==> src/rtl/alu_seq_ctrl_if.sv <==
// Command, result and external-ALU signal bundle for alu_seq_ctrl.
// slave = controller side, master = upstream/downstream/ALU side.
`timescale 1ns/1ps
interface alu_seq_ctrl_if;
   logic        in_valid;
   logic        in_ready;
   logic [3:0]  in_op;
   logic [31:0] in_a;
   logic [31:0] in_b;
   logic [31:0] alu_a;
   logic [31:0] alu_b;
   logic [2:0]  alu_func;
   logic [31:0] alu_out;
   logic        alu_c_out;
   logic        res_valid;
   logic        res_ready;
   logic [31:0] res_data;
   logic        res_carry;

   modport slave (
      input  in_valid, in_op, in_a, in_b, alu_out, alu_c_out, res_ready,
      output in_ready, alu_a, alu_b, alu_func, res_valid, res_data, res_carry
   );

   modport master (
      output in_valid, in_op, in_a, in_b, alu_out, alu_c_out, res_ready,
      input  in_ready, alu_a, alu_b, alu_func, res_valid, res_data, res_carry
   );
endinterface

==> src/rtl/alu_seq_ctrl.sv <==
// Sequencer that runs single ALU ops and iterative SRL/SLL through an external ALU.
// Shift support is compiled in only when ALU_SEQ_SHIFT_EN is defined.
`timescale 1ns/1ps
module alu_seq_ctrl (
   input logic            clk,
   input logic            rst_n,
   alu_seq_ctrl_if.slave  bus
);

   typedef enum logic [1:0] {
      StIdle  = 2'd0,
      StExec  = 2'd1,
`ifdef ALU_SEQ_SHIFT_EN
      StShift = 2'd2,
`endif
      StDone  = 2'd3
   } state_e;

   state_e      state_q, state_d;
   logic [3:0]  opr_op_q, opr_op_d;
   logic [31:0] opr_a_q, opr_a_d;
   logic [31:0] opr_b_q, opr_b_d;
   logic [31:0] res_data_q, res_data_d;
   logic        res_carry_q, res_carry_d;
`ifdef ALU_SEQ_SHIFT_EN
   logic [31:0] acc_q, acc_d;
   logic [4:0]  cnt_q, cnt_d;
`endif

   logic [31:0] alu_a, alu_b;
   logic [2:0]  alu_func;

   always_comb begin
      state_d     = state_q;
      opr_op_d    = opr_op_q;
      opr_a_d     = opr_a_q;
      opr_b_d     = opr_b_q;
      res_data_d  = res_data_q;
      res_carry_d = res_carry_q;
`ifdef ALU_SEQ_SHIFT_EN
      acc_d       = acc_q;
      cnt_d       = cnt_q;
`endif
      alu_a       = opr_a_q;
      alu_b       = opr_b_q;
      alu_func    = 3'b000;

      case (state_q)
         StIdle: begin
            if (bus.in_valid) begin
               opr_op_d = bus.in_op;
               opr_a_d  = bus.in_a;
               opr_b_d  = bus.in_b;
`ifdef ALU_SEQ_SHIFT_EN
               acc_d    = bus.in_a;
               cnt_d    = bus.in_b[4:0];
`endif
               if (!bus.in_op[3]) begin
                  state_d = StExec;
`ifdef ALU_SEQ_SHIFT_EN
               end else if (bus.in_op[3:1] == 3'b100) begin
                  if (bus.in_b[4:0] == 5'd0) begin
                     res_data_d  = bus.in_a;
                     res_carry_d = 1'b0;
                     state_d     = StDone;
                  end else begin
                     state_d = StShift;
                  end
`endif
               end else begin
                  res_data_d  = 32'd0;
                  res_carry_d = 1'b0;
                  state_d     = StDone;
               end
            end
         end
         StExec: begin
            alu_func = opr_op_q[2:0];
            // func 111 is reserved: result forced to zero regardless of the ALU
            if (opr_op_q[2:0] == 3'b111) begin
               res_data_d  = 32'd0;
               res_carry_d = 1'b0;
            end else begin
               res_data_d  = bus.alu_out;
               res_carry_d = bus.alu_c_out;
            end
            state_d = StDone;
         end
`ifdef ALU_SEQ_SHIFT_EN
         StShift: begin
            alu_a = acc_q;
            if (opr_op_q[0]) begin
               // SLL as acc + acc
               alu_b    = acc_q;
               alu_func = 3'b000;
            end else begin
               alu_func = 3'b110;
            end
            acc_d = bus.alu_out;
            cnt_d = cnt_q - 5'd1;
            if (cnt_q == 5'd1) begin
               res_data_d  = bus.alu_out;
               res_carry_d = opr_op_q[0] ? bus.alu_c_out : acc_q[0];
               state_d     = StDone;
            end
         end
`endif
         StDone: begin
            if (bus.res_ready) state_d = StIdle;
         end
         default: state_d = StIdle;
      endcase
   end

   always_ff @(posedge clk or negedge rst_n) begin
      if (!rst_n) begin
         state_q     <= StIdle;
         opr_op_q    <= 4'd0;
         opr_a_q     <= 32'd0;
         opr_b_q     <= 32'd0;
         res_data_q  <= 32'd0;
         res_carry_q <= 1'b0;
`ifdef ALU_SEQ_SHIFT_EN
         acc_q       <= 32'd0;
         cnt_q       <= 5'd0;
`endif
      end else begin
         state_q     <= state_d;
         opr_op_q    <= opr_op_d;
         opr_a_q     <= opr_a_d;
         opr_b_q     <= opr_b_d;
         res_data_q  <= res_data_d;
         res_carry_q <= res_carry_d;
`ifdef ALU_SEQ_SHIFT_EN
         acc_q       <= acc_d;
         cnt_q       <= cnt_d;
`endif
      end
   end

   assign bus.in_ready  = (state_q == StIdle);
   assign bus.res_valid = (state_q == StDone);
   assign bus.res_data  = res_data_q;
   assign bus.res_carry = res_carry_q;
   assign bus.alu_a     = alu_a;
   assign bus.alu_b     = alu_b;
   assign bus.alu_func  = alu_func;

endmodule

==> src/flat_wrapper.sv <==
// flat-port wrapper written by rule: the top's interface ports become plain ports
module alu_seq_ctrl_flat 
  (clk, rst_n, bus_in_valid, bus_in_op, bus_in_a, bus_in_b, bus_alu_out, bus_alu_c_out, bus_res_ready, bus_in_ready, bus_alu_a, bus_alu_b, bus_alu_func, bus_res_valid, bus_res_data, bus_res_carry);
  alu_seq_ctrl_if bus_i ();
  input logic clk;
  input logic rst_n;
  input wire logic [$bits(bus_i.in_valid)-1:0] bus_in_valid;
  input wire logic [$bits(bus_i.in_op)-1:0] bus_in_op;
  input wire logic [$bits(bus_i.in_a)-1:0] bus_in_a;
  input wire logic [$bits(bus_i.in_b)-1:0] bus_in_b;
  input wire logic [$bits(bus_i.alu_out)-1:0] bus_alu_out;
  input wire logic [$bits(bus_i.alu_c_out)-1:0] bus_alu_c_out;
  input wire logic [$bits(bus_i.res_ready)-1:0] bus_res_ready;
  output wire logic [$bits(bus_i.in_ready)-1:0] bus_in_ready;
  output wire logic [$bits(bus_i.alu_a)-1:0] bus_alu_a;
  output wire logic [$bits(bus_i.alu_b)-1:0] bus_alu_b;
  output wire logic [$bits(bus_i.alu_func)-1:0] bus_alu_func;
  output wire logic [$bits(bus_i.res_valid)-1:0] bus_res_valid;
  output wire logic [$bits(bus_i.res_data)-1:0] bus_res_data;
  output wire logic [$bits(bus_i.res_carry)-1:0] bus_res_carry;
  assign bus_i.in_valid = bus_in_valid;
  assign bus_i.in_op = bus_in_op;
  assign bus_i.in_a = bus_in_a;
  assign bus_i.in_b = bus_in_b;
  assign bus_i.alu_out = bus_alu_out;
  assign bus_i.alu_c_out = bus_alu_c_out;
  assign bus_i.res_ready = bus_res_ready;
  assign bus_in_ready = bus_i.in_ready;
  assign bus_alu_a = bus_i.alu_a;
  assign bus_alu_b = bus_i.alu_b;
  assign bus_alu_func = bus_i.alu_func;
  assign bus_res_valid = bus_i.res_valid;
  assign bus_res_data = bus_i.res_data;
  assign bus_res_carry = bus_i.res_carry;
  alu_seq_ctrl u_core (.clk(clk), .rst_n(rst_n), .bus(bus_i));
endmodule
==> config.mk <==
export PLATFORM = sky130hd
export DESIGN_NAME = alu_seq_ctrl_flat
export DESIGN_NICKNAME = d
export VERILOG_FILES = /design/src/rtl/alu_seq_ctrl_if.sv /design/src/rtl/alu_seq_ctrl.sv /design/src/flat_wrapper.sv
export SDC_FILE = /design/constraint.sdc
export NUM_CORES = 1
export LEC_CHECK = 0
export BUFFER_PORTS_ARGS = -buffer_cell sky130_fd_sc_hd__buf_2
export CAP_MARGIN = 20
export CORE_MARGIN = 5
export CORE_UTILIZATION = 46
export CTS_CLUSTER_DIAMETER = 150
export DETAILED_ROUTE_END_ITERATION = 16
export PLACE_DENSITY = 0.84
export SLEW_MARGIN = 20
export SYNTH_ARGS = -nofsm -noshare
export SYNTH_HDL_FRONTEND = slang
export SYNTH_SLANG_ARGS = --single-unit
==> constraint.sdc <==
create_clock -name clk -period 1.8 [get_ports clk]
set_input_delay 0.09 -clock clk [delete_from_list [all_inputs] [get_ports clk]]
set_output_delay 0.09 -clock clk [all_outputs]
set_load 0.02 [all_outputs]
==> results of run 1 <==
-- logic make-up after synthesis --
family                 share of synthesized area (%)
flip-flops                                     61.58
multiplexers                                   18.20
AND/OR/NAND/NOR                                8.482
AO/OA/AOI/OAI                                  8.331
buffers and inverters                          3.411
-- layer usage --
metal / track usage [%] / wire [um] / up-vias / share of wire [%]
li1: - / - / 1558 / -
met1: 24.39 / 4303 / 1671 / 37
met2: 36.69 / 6181 / 150 / 53
met3: 4.809 / 804 / 36 / 6.9
met4: 8.950 / 399 / 0 / 3.4
met5: 0 / 0 / - / 0
-- final cells by class --
cell class	count	area, um^2
clock buffers	10	137.6
inverters	3	11.26
multi-input cells	147	1458
clock inverters	6	57.56
repair buffers	282	1799
diodes	1	2.502
well taps	108	135.1
flip-flops and latches	102	2552
fillers	609	2610
-- Yosys cell counts --
| library cell | n |
|---|---|
| dfrtp_1 | 102 |
| clkbuf_1 | 13 |
| o21ai_0 | 2 |
| and2_1 | 1 |
| nor2_1 | 5 |
| mux2_2 | 37 |
| nand2b_1 | 2 |
| buf_2 | 7 |
| buf_4 | 1 |
| buf_6 | 3 |
| inv_1 | 3 |
| and3b_1 | 33 |
| mux2_1 | 30 |
| a21oi_1 | 1 |
| nor3b_2 | 1 |
| nand3_1 | 1 |
| nand3b_1 | 1 |
| a32o_1 | 33 |
| clkbuf_2 | 1 |
-- state kept, by name, summed over array words and instances, names as in the netlist --
register and cells:
u_core.bus.alu_a 32, u_core.bus.res_carry 1, u_core.bus.alu_b 32, u_core.bus.res_data 32, u_core.state_q 2, u_core.opr_op_q 3
-- placed cells by master, fill, tap and decap left out, drive strengths merged --
cell,synthesis,routed
nand3,1,1
and3b,33,33
dlygate4sd3,0,68
nor3b,1,1
o21ai,2,2
inv,3,9
clkbuf,14,10
nand3b,1,1
buf,11,214
a32o,33,33
and2,1,1
a21oi,1,1
nand2b,2,2
diode,0,1
nor2,5,5
mux2,67,67
dfrtp,102,102
-- critical path, stage by stage (launching register included) --
cell and delay (ps):
dfrtp_1 470, nor3b_4 260, buf_12 350, mux2_2 390
-- per-stage QoR --
step	area, um^2	power, mW	setup WS (ps)	std cells	utilization, %
floorplan	4145	7.342	401.3	277	-
global placement	5275	8.925	277.9	574	60.19
detailed placement	5275	9.133	229.1	574	60.19
CTS	6151	10.68	203.1	658	70.19
global route	6153	11.26	127.9	659	70.22
finish	6153	10.64	197.7	659	70.22
-- power breakdown --
group	internal [mW]	switching, mW	leakage, nW
Sequential	3.41	0.618	1.24
Combinational	2.20	2.99	1.79
Clock	0.582	0.844	0.102
-- worst min path at each step --
| stage | to | slack (ps) |
|---|---|---|
| 4_1_cts | u_core.state_q[0] | 10 |
| 2_1_floorplan | u_core.bus.alu_a[0] | -210 |
| 6_report | u_core.state_q[0] | 30 |
| 3_3_place_gp | u_core.bus.alu_b[21] | -20 |
| 3_5_place_dp | u_core.bus.alu_b[13] | -20 |
| 5_1_grt | u_core.state_q[1] | 30 |
==> flow_metrics.env, run 1 <==
export IMPL_crit_required_ps=2040
export IMPL_fin_crit_sh_pct=89.02
export IMPL_status="finished clean"
export IMPL_cts_clk_slew_worst_paths_ps=90
export IMPL_r2r_start="u_core.state_q[1]"
export IMPL_hold_worst_slack_ps=33.41
export IMPL_powerDensity_nw_per_um2=1729
export IMPL_r2r_setup_slack_ps=200
export IMPL_grt_use_total_pct=20.89
export IMPL_reg2reg_depth=3
export IMPL_dieHeight_um=104.9
export IMPL_tns_ps=0
export IMPL_dieWidth_um=104.9
export IMPL_hold_path_class="in -> reg"
export IMPL_worst_path_max_fanout=67
export IMPL_min_from="bus_res_ready"
export IMPL_grt_max_degree=68
export IMPL_min_path_cells=3
export IMPL_crit_type="reg -> reg"
export IMPL_setup_worst_path_end_class="flop"
export IMPL_vias=3415
export IMPL_slew_headroom_pct=74.94
export IMPL_fin_skew_ps=24.34
export IMPL_vdd_ir_drop_max_v=0.001079
export IMPL_yosysTopAreaCell="dfrtp_1"
export IMPL_crit_start="u_core.state_q[1]"
export IMPL_cts_resized=0
export IMPL_netlist_area_um2=4145
export IMPL_synthToLayoutAreaGrowth_pct=48.45
export IMPL_syn_nets=382
export IMPL_die_area_um2=11010
export IMPL_finalSetupViolCount=0
export IMPL_routed_wl_um=11690
export IMPL_cts_sinks=102
export IMPL_num_rows=34
export IMPL_root_buffer="clkbuf_8"
export IMPL_gr_total_overflow=0
export IMPL_via_per_inst=5.182
export IMPL_ys_seq_area_share_pct=61.58
export IMPL_drc=0
export IMPL_fin_nets=650
export IMPL_timing_fmax_mhz=624.1
export IMPL_cts_buffers=9
export IMPL_start_util_pct=47.30
export IMPL_place_port_buffers=206
export IMPL_drv_cap=0
export IMPL_cts_setup_buffers=0
export IMPL_ys_ff_latch=102
export IMPL_ant_nets=0
export IMPL_ys_warn_count=0
export IMPL_first_pass_iters=5
export IMPL_slew_viol_final=0
export IMPL_crit_arrival_ps=1840
export IMPL_grt_pass1_vias=3721
export IMPL_hold_violations=0
export IMPL_endpoint="u_core.bus.alu_b[10]"
export IMPL_gp_congestion=0.7140
export IMPL_ios=207
export IMPL_timing_rr_end="u_core.bus.alu_b[10]"
export IMPL_ys_top_cells_by_area="dfrtp_1 (62%), mux2_2 (10%), mux2_1 (8.1%)"
export IMPL_hold_buffers=68
export IMPL_rsz0062_at_grt="false"
export IMPL_synth_distinct_cells=19
export IMPL_routedWlPerCell_um=17.74
export IMPL_final_layout_size_suffix_gt1_share_pct=48.73
export IMPL_clk_path_buf_depth=2
export IMPL_core_um2=8763
export IMPL_start_kind="flop"
export IMPL_synth_top_area_share_pct=61.58
export IMPL_p_leak_nw=3.128
export IMPL_clock_latency_ps=360
export IMPL_syn_inst=277
export IMPL_cts_max_level=3
export IMPL_post_route_min_period_ps=1602
export IMPL_first_iter_violations=71
export IMPL_syn_mean_instance_area_um2=14.96
export IMPL_grt_pass1_wl_um=18870
export IMPL_cts_tree="done"
export IMPL_post_dp_hpwl_um=7428
export IMPL_antenna_found_initial=1
export IMPL_tightest_slew_ps=375.8
(Power assumes the default switching activity.)
==> run 2, diff against run 1 <==
--- a/config.mk
+++ b/config.mk
@@ -11,6 +11,7 @@
 export CORE_UTILIZATION = 46
 export CTS_CLUSTER_DIAMETER = 150
 export DETAILED_ROUTE_END_ITERATION = 16
+export MAX_ROUTING_LAYER = met4
 export PLACE_DENSITY = 0.84
 export SLEW_MARGIN = 20
 export SYNTH_ARGS = -nofsm -noshare
==> run 2 against run 1 <==
Net effect: combinational power about the same; power about the same; clock-buffer cell count unchanged; fmax up 0.97%; clock power about the same; critical endpoint unchanged; largest cell class unchanged; highest routed layer unchanged.
==> flow_metrics.env, run 2 (synthesis results as in run 1) <==
export IMPL_status="finished clean"
export IMPL_dieWidth_um=104.9
export IMPL_min_from="bus_res_ready"
export IMPL_setup_worst_path_end_class="flop"
export IMPL_crit_required_ps=2040
export IMPL_cts_max_level=3
export IMPL_tns_ps=0
export IMPL_path_cells="nor3b_4 -> buf_12 -> mux2_2"
export IMPL_root_buffer="clkbuf_8"
export IMPL_final_cell_mix="buf_2 (205), dfrtp_1 (102), dlygate4sd3_1 (68)"
export IMPL_ant_nets=0
export IMPL_slew_headroom_pct=75.47
export IMPL_clk_path_buf_depth=2
export IMPL_ios=207
export IMPL_crit_start="u_core.state_q[1]"
export IMPL_antenna_found_initial=1
export IMPL_rsz0062_at_grt="false"
export IMPL_grt_pass1_vias=3745
export IMPL_reg2reg_depth=3
export IMPL_final_layout_size_suffix_gt1_share_pct=48.73
export IMPL_final_common_cell="buf_2"
export IMPL_vdd_ir_drop_max_v=0.001076
export IMPL_fin_skew_ps=24.87
export IMPL_first_iter_violations=94
export IMPL_r2r_setup_slack_ps=210
export IMPL_dieHeight_um=104.9
export IMPL_gp_congestion=0.7222
export IMPL_drc=0
export IMPL_vias=3420
export IMPL_grt_use_total_pct=21.50
export IMPL_cts_sinks=102
export IMPL_p_leak_nw=3.128
export IMPL_r2r_start="u_core.state_q[1]"
export IMPL_min_path_cells=3
export IMPL_fin_crit_sh_pct=88.17
export IMPL_hold_violations=0
export IMPL_routed_wl_um=11610
export IMPL_cts_buffers=9
export IMPL_core_um2=8763
export IMPL_timing_rr_end="u_core.bus.alu_b[10]"
export IMPL_slowest_delay_ps=470
export IMPL_hold_path_class="in -> reg"
export IMPL_cts_tree="done"
export IMPL_crit_type="reg -> reg"
export IMPL_num_rows=34
export IMPL_synthToLayoutAreaGrowth_pct=48.45
export IMPL_placed_area_um2=5275
export IMPL_finalSetupViolCount=0
export IMPL_die_area_um2=11010
export IMPL_post_dp_hpwl_um=7428
export IMPL_hold_path_end="u_core.state_q[0]"
export IMPL_timing_fmax_mhz=630.1
export IMPL_start_kind="flop"
export IMPL_place_port_buffers=206
export IMPL_post_route_min_period_ps=1587
export IMPL_grt_max_degree=68
export IMPL_fillers=609
export IMPL_fin_nets=650
export IMPL_gr_total_overflow=0
export IMPL_drv_cap=0
export IMPL_cts_resized=0
export IMPL_grt_pass1_wl_um=18820
export IMPL_crit_arrival_ps=1820
export IMPL_powerDensity_nw_per_um2=1728
export IMPL_via_per_inst=5.190
export IMPL_cts_clk_slew_worst_paths_ps=90
export IMPL_slew_viol_final=0
export IMPL_clock_latency_ps=360
export IMPL_first_pass_iters=5
export IMPL_crit_slowest_cell="dfrtp_1"
export IMPL_routedWlPerCell_um=17.62
export IMPL_start_util_pct=47.30
export IMPL_total_power_mw=10.63
export IMPL_tightest_slew_ps=367.9
export IMPL_worst_path_max_fanout=67
export IMPL_final_area_um2=6153
run 2: power breakdown:
| part | internal [mW] | leakage, nW | switching [mW] |
|---|---|---|---|
| registers | 3.41 | 1.24 | 0.618 |
| clock network | 0.582 | 0.102 | 0.844 |
| logic | 2.20 | 1.79 | 2.98 |
run 2: final cells by class:
class | count | area [um^2] | share of cell area, %
clock buffer | 10 | 137.6 | 2.237
timing repair buffer | 282 | 1799 | 29.24
inverter | 3 | 11.26 | 0.1830
clock inverter | 6 | 57.56 | 0.9353
antenna | 1 | 2.502 | 0.04067
multi-input combinational | 147 | 1458 | 23.69
sequential | 102 | 2552 | 41.48
tap | 108 | 135.1 | 2.196
run 2: worst max-delay path by stage:
stage	to	slack (ps)	depth (start not counted)
3_5_place_dp	u_core.bus.alu_b[10]	230	3
4_1_cts	bus_res_valid	200	3
3_3_place_gp	u_core.bus.alu_b[23]	280	3
6_report	u_core.bus.alu_b[10]	210	3
5_1_grt	bus_res_valid	120	3
2_1_floorplan	u_core.bus.alu_a[10]	400	4
run 2: worst max-delay path: cells and delay by family (launching register included):
kind	cells	cell delay (ps)
DFF	1	470
muxes	1	380
buffers and inverters	1	340
and+or+nand+nor	1	260
run 2: what timing repair did:
| action | CTS | global route |
|---|---|---|
| setup buffers | 0 | 0 |
| hold buffers | 68 | 0 |
| hold endpoints to repair | 169 | 0 |
run 2: layer usage:
| metal | wire, um | up-vias | GRT usage (%) |
|---|---|---|---|
| li1 | - | 1561 | - |
| met4 | 383 | 0 | 8.676 |
| met1 | 4413 | 1682 | 25.08 |
| met2 | 6155 | 143 | 36.92 |
| met3 | 658 | 34 | 3.576 |
| met5 | 0 | - | - |
run 2: metrics by stage:
stage	setup slack, ps	utilization (%)	cells	hold slack, ps
after floorplan	401.3	-	277	-205.6
after global placement	277.9	60.19	574	-20.74
after detailed placement	229.1	60.19	574	-15.66
after CTS	203.1	70.19	658	13.75
after global routing	124.8	70.22	659	33.54
final	213.0	70.22	659	36.23
